### src/rtl/nios2_oci_dct_packer_pkg.sv
// Shared defaults, FSM states and trace-code constants for the DCT packer.
// Used by nios2_oci_dct_packer and nios2_oci_dct_slot_acc.
package nios2_oci_dct_packer_pkg;
  localparam int CODE_W_DEF = 2;
  localparam int SLOTS_DEF  = 15;
  localparam int CNT_W_DEF  = 4;

  typedef enum logic [1:0] {
    ACTIVE = 2'd0,
    DRAIN  = 2'd1,
    ENDED  = 2'd2
  } state_e;

  localparam logic [1:0] CODE_NT   = 2'b00;
  localparam logic [1:0] CODE_T    = 2'b01;
  localparam logic [1:0] CODE_SYNC = 2'b10;
  localparam logic [1:0] CODE_OVF  = 2'b11;
endpackage

### src/rtl/nios2_oci_dct_slot_acc.sv
// Slot accumulator: packs accepted codes LSB-first and exposes the post-insert
// buffer/count so the parent can hand a packet off in the same cycle.
module nios2_oci_dct_slot_acc
  import nios2_oci_dct_packer_pkg::*;
#(
  parameter int CODE_W = CODE_W_DEF,
  parameter int SLOTS  = SLOTS_DEF,
  parameter int CNT_W  = CNT_W_DEF
) (
  input  logic                      clk,
  input  logic                      reset_n,
  input  logic                      accept,
  input  logic [CODE_W-1:0]         code,
  input  logic                      clear,
  output logic [CNT_W-1:0]          acc_cnt,
  output logic [CODE_W*SLOTS-1:0]   buf_nxt,
  output logic [CNT_W-1:0]          cnt_nxt,
  output logic                      full
);
  localparam int BUF_W = CODE_W * SLOTS;

  logic [BUF_W-1:0] acc_buf;

  assign full    = (acc_cnt == CNT_W'(SLOTS));
  assign cnt_nxt = acc_cnt + CNT_W'(accept);

  always_comb begin
    buf_nxt = acc_buf;
    for (int i = 0; i < SLOTS; i++) begin
      if (accept && (acc_cnt == CNT_W'(i)))
        buf_nxt[CODE_W*i +: CODE_W] = code;
    end
  end

  // A clear takes priority: the post-insert contents have moved to the output register.
  always_ff @(posedge clk) begin
    if (!reset_n) begin
      acc_buf <= '0;
      acc_cnt <= '0;
    end else if (clear) begin
      acc_buf <= '0;
      acc_cnt <= '0;
    end else begin
      acc_buf <= buf_nxt;
      acc_cnt <= cnt_nxt;
    end
  end
endmodule

### src/rtl/nios2_oci_dct_packer.sv
// Packs 2-bit trace codes into 15-slot packets with a valid/ready output and an
// end-of-test drain. Define DCT_PACKER_STATS_EN to add pkt_cnt/stall_cnt.
module nios2_oci_dct_packer
  import nios2_oci_dct_packer_pkg::*;
#(
  parameter int CODE_W = CODE_W_DEF,
  parameter int SLOTS  = SLOTS_DEF,
  parameter int CNT_W  = CNT_W_DEF
) (
  input  logic                      clk,
  input  logic                      reset_n,
  input  logic                      trc_code_valid,
  input  logic [CODE_W-1:0]         trc_code,
  output logic                      trc_code_ready,
  input  logic                      flush,
  input  logic                      test_ending,
  output logic                      dct_valid,
  input  logic                      dct_ready,
  output logic [CODE_W*SLOTS-1:0]   dct_buffer,
  output logic [CNT_W-1:0]          dct_count,
  output logic                      test_has_ended
`ifdef DCT_PACKER_STATS_EN
  ,
  output logic [15:0]               pkt_cnt,
  output logic [15:0]               stall_cnt
`endif
);
  localparam int BUF_W = CODE_W * SLOTS;

  state_e           state, state_nxt;
  logic             flush_pend, fp_nxt;
  logic             accept, out_free, xfer, cnt_nz, full;
  logic [CNT_W-1:0] acc_cnt, cnt_nxt;
  logic [BUF_W-1:0] buf_nxt;

  nios2_oci_dct_slot_acc #(.CODE_W(CODE_W), .SLOTS(SLOTS), .CNT_W(CNT_W)) u_acc (
    .clk     (clk),
    .reset_n (reset_n),
    .accept  (accept),
    .code    (trc_code),
    .clear   (xfer),
    .acc_cnt (acc_cnt),
    .buf_nxt (buf_nxt),
    .cnt_nxt (cnt_nxt),
    .full    (full)
  );

  assign trc_code_ready = (state == ACTIVE) && !full;
  assign accept         = trc_code_valid & trc_code_ready;
  assign out_free       = ~dct_valid | dct_ready;
  assign fp_nxt         = flush_pend | flush;
  assign cnt_nz         = (cnt_nxt != '0);
  // Outside ACTIVE every buffered code is pushed out without waiting for a full packet.
  assign xfer           = out_free & cnt_nz &
                          ((cnt_nxt == CNT_W'(SLOTS)) | fp_nxt | (state != ACTIVE));
  assign test_has_ended = (state == ENDED);

  always_comb begin
    state_nxt = state;
    case (state)
      ACTIVE:  if (test_ending) state_nxt = DRAIN;
      // No accepts in DRAIN, so an empty accumulator cannot trigger a transfer here.
      DRAIN:   if ((acc_cnt == '0) && out_free) state_nxt = ENDED;
      default: state_nxt = state;
    endcase
  end

  always_ff @(posedge clk) begin
    if (!reset_n) begin
      state      <= ACTIVE;
      flush_pend <= 1'b0;
      dct_valid  <= 1'b0;
      dct_buffer <= '0;
      dct_count  <= '0;
    end else begin
      state      <= state_nxt;
      flush_pend <= fp_nxt & ~xfer & cnt_nz;
      if (xfer) begin
        dct_valid  <= 1'b1;
        dct_buffer <= buf_nxt;
        dct_count  <= cnt_nxt;
      end else if (dct_ready) begin
        dct_valid  <= 1'b0;
        dct_buffer <= '0;
        dct_count  <= '0;
      end
    end
  end

`ifdef DCT_PACKER_STATS_EN
  always_ff @(posedge clk) begin
    if (!reset_n) begin
      pkt_cnt   <= '0;
      stall_cnt <= '0;
    end else begin
      if (dct_valid && dct_ready && (pkt_cnt != 16'hFFFF))
        pkt_cnt <= pkt_cnt + 16'd1;
      if (trc_code_valid && !trc_code_ready && (stall_cnt != 16'hFFFF))
        stall_cnt <= stall_cnt + 16'd1;
    end
  end
`endif
endmodule

### config.mk
export PLATFORM = sky130hd
export DESIGN_NAME = nios2_oci_dct_packer
export DESIGN_NICKNAME = d
export VERILOG_FILES = /design/src/rtl/nios2_oci_dct_packer_pkg.sv /design/src/rtl/nios2_oci_dct_slot_acc.sv /design/src/rtl/nios2_oci_dct_packer.sv
export SDC_FILE = /design/constraint.sdc
export NUM_CORES = 1
export LEC_CHECK = 0
export BUFFER_PORTS_ARGS = -buffer_cell sky130_fd_sc_hd__buf_2
export CORE_ASPECT_RATIO = 0.75
export CORE_MARGIN = 4
export CORE_UTILIZATION = 56
export CTS_CLUSTER_DIAMETER = 30
export DETAILED_ROUTE_END_ITERATION = 10
export PLACE_DENSITY_LB_ADDON = 0.05
export SLEW_MARGIN = 40
export SYNTH_ARGS = -nofsm -noshare
export SYNTH_HDL_FRONTEND = slang
export SYNTH_SLANG_ARGS = --single-unit
### constraint.sdc
create_clock -name clk -period 3.7 [get_ports clk]
set_clock_uncertainty 0.05 [all_clocks]
set_input_delay 1.11 -clock clk [delete_from_list [all_inputs] [get_ports clk]]
set_output_delay 1.11 -clock clk [all_outputs]
set_load 0.01 [all_outputs]
Word level (Yosys, flattened, before mapping)
Index checks and enable logic that the tools add are counted.
Storage, ports and cells
  bits in registers: 72
  logic and storage cells: 90
  bits of input ports: 8
Operators by class
  $add $sub $neg: 1
  equality and inequality tests: 20
  reduce and logical (&&, ||, !) cells: 26
  mux-type cells: 24
  bitwise gates (word level): 12
Operators with widths (count)
  30-bit 2-to-1 mux: 2
  4-bit equality test, second input constant: 9
  2-bit 2-to-1 mux: 17
  1-bit logical AND: 17
  4-bit by 3-bit equality test with 1-bit output, second input constant: 4
  4-bit by 2-bit equality test with 1-bit output, second input constant: 2
  4-bit 2-to-1 mux: 2
  2-bit nonzero test: 3
  1-bit AND: 5
  4-bit by 1-bit adder with 4-bit output: 1
  4-bit by 1-bit equality test with 1-bit output, second input constant: 1
  4-bit logical NOT: 1
  2-bit != test, second input constant: 2
  1-bit OR: 4
  2-bit case mux with 2 select lines: 1
  4-bit nonzero test: 1
  1-bit NOT: 3
  3-bit AND reduction: 1
  2-bit by 1-bit equality test with 1-bit output, second input constant: 1
  2-bit equality test, second input constant: 1
  2-bit logical NOT: 1
  1-bit 2-to-1 mux: 2
  2-bit OR reduction: 1
  1-bit logical NOT: 1

Longest topological paths before layout
  word-level depth: 12
  depth in mapped cells: 13
  gate-level depth less buffers: 10

Hierarchy
Synthesis repeated with hierarchy kept, for this count alone.
Unflattened totals
  cells, all modules: 342
  area total of the unflattened synthesis: 3289.4 µm²
By module, submodules not included
  nios2_oci_dct_slot_acc: cells an instance 169, area an instance 1691.6 µm², sequential area each 680.7 µm², times used 1
  nios2_oci_dct_packer: cells an instance 173, area an instance 1597.8 µm², sequential area each 760.7 µm², times used 1

Worst setup path after synthesis
Ideal clock, no wire load.
  path type: register to register
  start point: reg u_acc.acc_cnt[2]
  end point: reg dct_buffer[3]
  path buffers: 2
  path slack: 622 ps
  cell stages (with the launch flop): 13
  data arrival time: 2959 ps
  cells stage by stage: dfxtp_1 clkbuf_1 and2_1 a311oi_1 and2_1 ha_1 ha_1 xor2_1 a31o_4 a21boi_4 buf_6 or3_2 a21oi_2
Between the ends
  word-level cells in the longest chain between the ends: 10
  elaborated cells between the ends (all ways): 16
RTL lines
  start: declaration: RTL line nios2_oci_dct_slot_acc.sv:15  | output logic [CNT_W-1:0] acc_cnt,
  start signal: assignment: RTL line nios2_oci_dct_slot_acc.sv:45  | acc_cnt <= cnt_nxt;
  4-bit equality test (*): RTL line nios2_oci_dct_slot_acc.sv:24  | assign full = (acc_cnt == CNT_W'(SLOTS));
  1-bit logical NOT (*): RTL line nios2_oci_dct_packer.sv:48  | assign trc_code_ready = (state == ACTIVE) && !full;
  1-bit logical AND (*): RTL line nios2_oci_dct_packer.sv:48
  via trc_code_ready: RTL line nios2_oci_dct_packer.sv:14  | output logic trc_code_ready,
  1-bit AND (*): RTL line nios2_oci_dct_packer.sv:49  | assign accept = trc_code_valid & trc_code_ready;
  4-bit by 1-bit adder with 4-bit output: RTL line nios2_oci_dct_slot_acc.sv:25  | assign cnt_nxt = acc_cnt + CNT_W'(accept);
  4-bit equality test: RTL line nios2_oci_dct_packer.sv:55  | ((cnt_nxt == CNT_W'(SLOTS)) | fp_nxt | (state != ACTIVE));
  1-bit OR (2 in a row): RTL line nios2_oci_dct_packer.sv:55
  1-bit AND: RTL line nios2_oci_dct_packer.sv:54  | assign xfer = out_free & cnt_nz &
  30-bit 2-to-1 mux / 2-bit nonzero test (equally long branches)
  end signal: assignment: RTL line nios2_oci_dct_packer.sv:80  | dct_buffer <= buf_nxt;
  end: declaration: RTL line nios2_oci_dct_packer.sv:19  | output logic [CODE_W*SLOTS-1:0] dct_buffer,
The timed path passes the listed nets; every way through them passes the cells marked *.
A chain may end at the register's enable or synchronous reset.

Worst setup path in the final report
  start point: reg u_acc.acc_cnt[3]
  end point: reg dct_buffer[13]
Between the ends
  word-level cells in the longest chain between the ends: 10
  elaborated cells between the ends (all ways): 16
RTL lines (RTL line)
  4-bit equality test: nios2_oci_dct_slot_acc.sv:24
  1-bit logical NOT: nios2_oci_dct_packer.sv:48
  1-bit logical AND: nios2_oci_dct_packer.sv:48
  1-bit AND: nios2_oci_dct_packer.sv:49
  4-bit by 1-bit adder with 4-bit output: nios2_oci_dct_slot_acc.sv:25
  4-bit equality test: nios2_oci_dct_packer.sv:55
  1-bit OR (2 in a row): nios2_oci_dct_packer.sv:55
  1-bit AND: nios2_oci_dct_packer.sv:54
  30-bit 2-to-1 mux / 2-bit nonzero test (equally long branches)
Parallel ways exist; a longest one is shown, timed or not.

==> flow_metrics.tcl <==
set metrics [dict create \
    synth.area.mux_share_pct 8.45 \
    r2r_start "u_acc.acc_cnt[3]$_SDFF_PP0_" \
    synthTopCellsByCount "72 x dfxtp_1, 36 x nor2_1, 29 x a21oi_1" \
    crit_type "reg -> reg" \
    yosysTopAreaCell "dfxtp_1" \
    vias 2428 \
    ant_nets 0 \
    vias_per_cell 5.61 \
    synth_edf_count 0 \
    synthArstFlopShare_pct 0 \
    cts_buffers 9 \
    grt_pass1_wl_um 11400 \
    reg2reg_depth 11 \
    syn_avg_cell_area_um2 9.81 \
    vdd_drop_max_mv 0.313 \
    dpl.hpwl_um 4580 \
    critPathMaxStageDelay_ps 500 \
    synth.most_common_cell "dfxtp_1" \
    cp-end-kind "flop" \
    crit_path_start_kind "flop" \
    place.gp.congestion 0.847 \
    nNetsFinal 363 \
    port_buffers 44 \
    grt_max_degree 47 \
    report.final.slew_viol_count 0 \
    cts.sink_count 72 \
    die_w_um 93.6 \
    relSlewSlack_pct 49.9 \
    clock_path_buffers 2 \
    min_path_type "reg -> reg" \
    crit_required_ps 3930 \
    synth_top_family_by_area "compound AO/OA/AOI/OAI gates" \
    die_y_um 72.2 \
    synth-compound-area-share_pct 19.2 \
    cts_root_buffer "clkbuf_8" \
    grt.total_usage_pct 21.8 \
    p_leak_nw 1.36 \
    wl_per_cell_um 15.8 \
    yosys_warnings 0 \
    insertedDiodeCount 0 \
    ys.flop_type "dfxtp_1" \
    firstDrtPassIters 4 \
    final.period_utilization_pct 86.3 \
    rrSetupSlack_ps 510 \
    yosysSeqAreaShare_pct 46.8 \
    initial_utilization_pct 57.8 \
    boundaryPins 45 \
    dieArea_um2 6760 \
    final_cells 433 \
    hold_viol_final 0 \
    tns_ps 0 \
    h-tree-depth 3 \
    syn_area_um2 3080 \
    fmax_ghz 0.313 \
    p_per_area_nw_per_um2 544 \
    finalWirelength_um 6860 \
    whs_endpoint "dct_count[1]$_SDFFE_PN0P_" \
    ctsResizeCount 0 \
    clk_latency_ps 340 \
    synth_fa_ha_area_share_pct 0.813 \
    status "complete, no violations" \
    min-delay-start "dct_count[1]$_SDFFE_PN0P_" \
    hold_buffers 0 \
    antenna_found_initial 0 \
    arrival_ps 3420 \
    core_um2 5320 \
    synth_xor_area_share_pct 1.10 \
    finalSetupViolCount 0 \
    rsz0062_at_grt "false" \
    areaGrowthSynthToFinish_pct 14.6 \
    met2_length_um 3190 \
    synth_cell_type_count 49 \
    clk_pin_slew_ps 70 \
    drt_iter0_drc 171 \
    postCtsSetupBuffers 0 \
    maxCapViolCount 0 \
    drive_above_1_share_pct 26.0 \
    synth.ff_latch_count 72 \
    met3RoutedLength_um 314 \
    netlist_instances 314 \
    drc 0 \
    crit_path_top_delay_cell "or3_2" \
    wl_met1_um 3270 \
    grt_pass1_vias 2361 \
    synth.net_count 324 \
    path_cells "and2_1 -> a311oi_1 -> and2_1 -> ha_1 -> ha_1 -> xor2_1 -> a31o_4 -> a21boi_4 -> buf_12 -> or3_2 -> a21oi_2" \
    worstMarginPinSlew_ps 747 \
    hold_depth 1 \
    yosys.area_share.simple_pct 17.8 \
    synth_top_area_share_pct 46.8 \
    top_layer_used "met4" \
    place_inst 417 \
    reg2reg_to "dct_buffer[13]$_SDFFE_PN0P_" \
    rows 23 \
    tritoncts "built" \
    crit_fanout 46 \
    layout_min_cycle_time_ps 3190 \
    synth_area_leaders "dfxtp_1 47%, mux2i_1 8.5%, o211ai_1 5.6%" \
    overflow 0 \
]
[worst max path at each step]
stage                                           start                          end  slack [ps]  depth (start not counted)
after floorplan           u_acc.acc_cnt[2]$_SDFF_PP0_   dct_buffer[3]$_SDFFE_PN0P_         620                         12
after global placement                 trc_code_valid   dct_buffer[4]$_SDFFE_PN0P_         420                         10
after detailed placement               trc_code_valid   dct_buffer[9]$_SDFFE_PN0P_         350                         10
after CTS                 u_acc.acc_cnt[3]$_SDFF_PP0_   dct_buffer[9]$_SDFFE_PN0P_         550                         11
after global routing      u_acc.acc_cnt[3]$_SDFF_PP0_   dct_buffer[9]$_SDFFE_PN0P_         320                         11
final                     u_acc.acc_cnt[3]$_SDFF_PP0_  dct_buffer[13]$_SDFFE_PN0P_         510                         11
[metrics by stage]
stage / util [%] / area, um^2 / hold WS, ps / total power (W) / setup WS (ps)
6_report: 66.3 / 3530 / 413 / 0.00192 / 507
5_1_grt: 66.3 / 3530 / 429 / 0.00201 / 318
4_1_cts: 66.3 / 3530 / 415 / 0.00193 / 549
3_5_place_dp: 62.1 / 3310 / 394 / 0.00125 / 351
3_3_place_gp: 62.1 / 3310 / 391 / 0.00124 / 425
2_1_floorplan: - / 3080 / 398 / 0.00117 / 622
[worst max-delay path: cells and delay by family (launching register included)]
| kind | cells | cell delay [ps] |
|---|---|---|
| AND/OR/NAND/NOR | 3 | 960 |
| AO/OA/AOI/OAI | 4 | 760 |
| buffers and inverters | 1 | 190 |
| flip-flops | 1 | 430 |
| adder cells (fa/ha/maj) | 2 | 370 |
| XOR/XNOR | 1 | 340 |
[sequential cells by signal (all words and copies together) (netlist names)]
signal	cells
dct_count	4
dct_buffer	30
dct_valid	1
flush_pend	1
u_acc.acc_cnt	4
state	2
u_acc.acc_buf	30
[cell usage in the layout, fill, tap and decap left out, types with 9 or more instances in the layout]
cell type,count
a21oi_1,29
nor2_1,36
mux2i_1,26
buf_2,44
o2bb2ai_1,9
or3_2,9
or3_1,11
clkbuf_8,10
dfxtp_1,72
and3_1,9
o211ai_1,23
[power breakdown]
group | leakage [nW] | switching, W | total [W] | internal [W]
combinational | 0.673 | 0.000279 | 0.000408 | 0.000130
clock | 0.106 | 0.000288 | 0.000685 | 0.000397
sequential | 0.581 | 0.0000262 | 0.000826 | 0.000799
total | 1.36 | 0.000593 | 0.00192 | 0.00133
[cell families after synthesis]
logic type      count (synthesis)
mux                            26
fa+ha+maj                       2
simple gates                  101
buf+inv                        29
flops                          72
compound gates                 81
xor+xnor                        3
[layer usage]
metal	vias up	GRT usage, %
met4	0	6.73
met5	-	0
met1	1156	28.6
met3	8	6.63
li1	1216	-
met2	48	34.9
[area by class of cell]
| cell class | count | area [um^2] |
|---|---|---|
| fillers | 466 | 1800 |
| multi-input cells | 213 | 1460 |
| flip-flops and latches | 72 | 1440 |
| repair buffers | 52 | 293 |
| clock buffers | 11 | 141 |
| well taps | 75 | 93.8 |
| clock inverters | 5 | 80.1 |
| inverters | 5 | 18.8 |
Power figures use the tool's default switching activity.
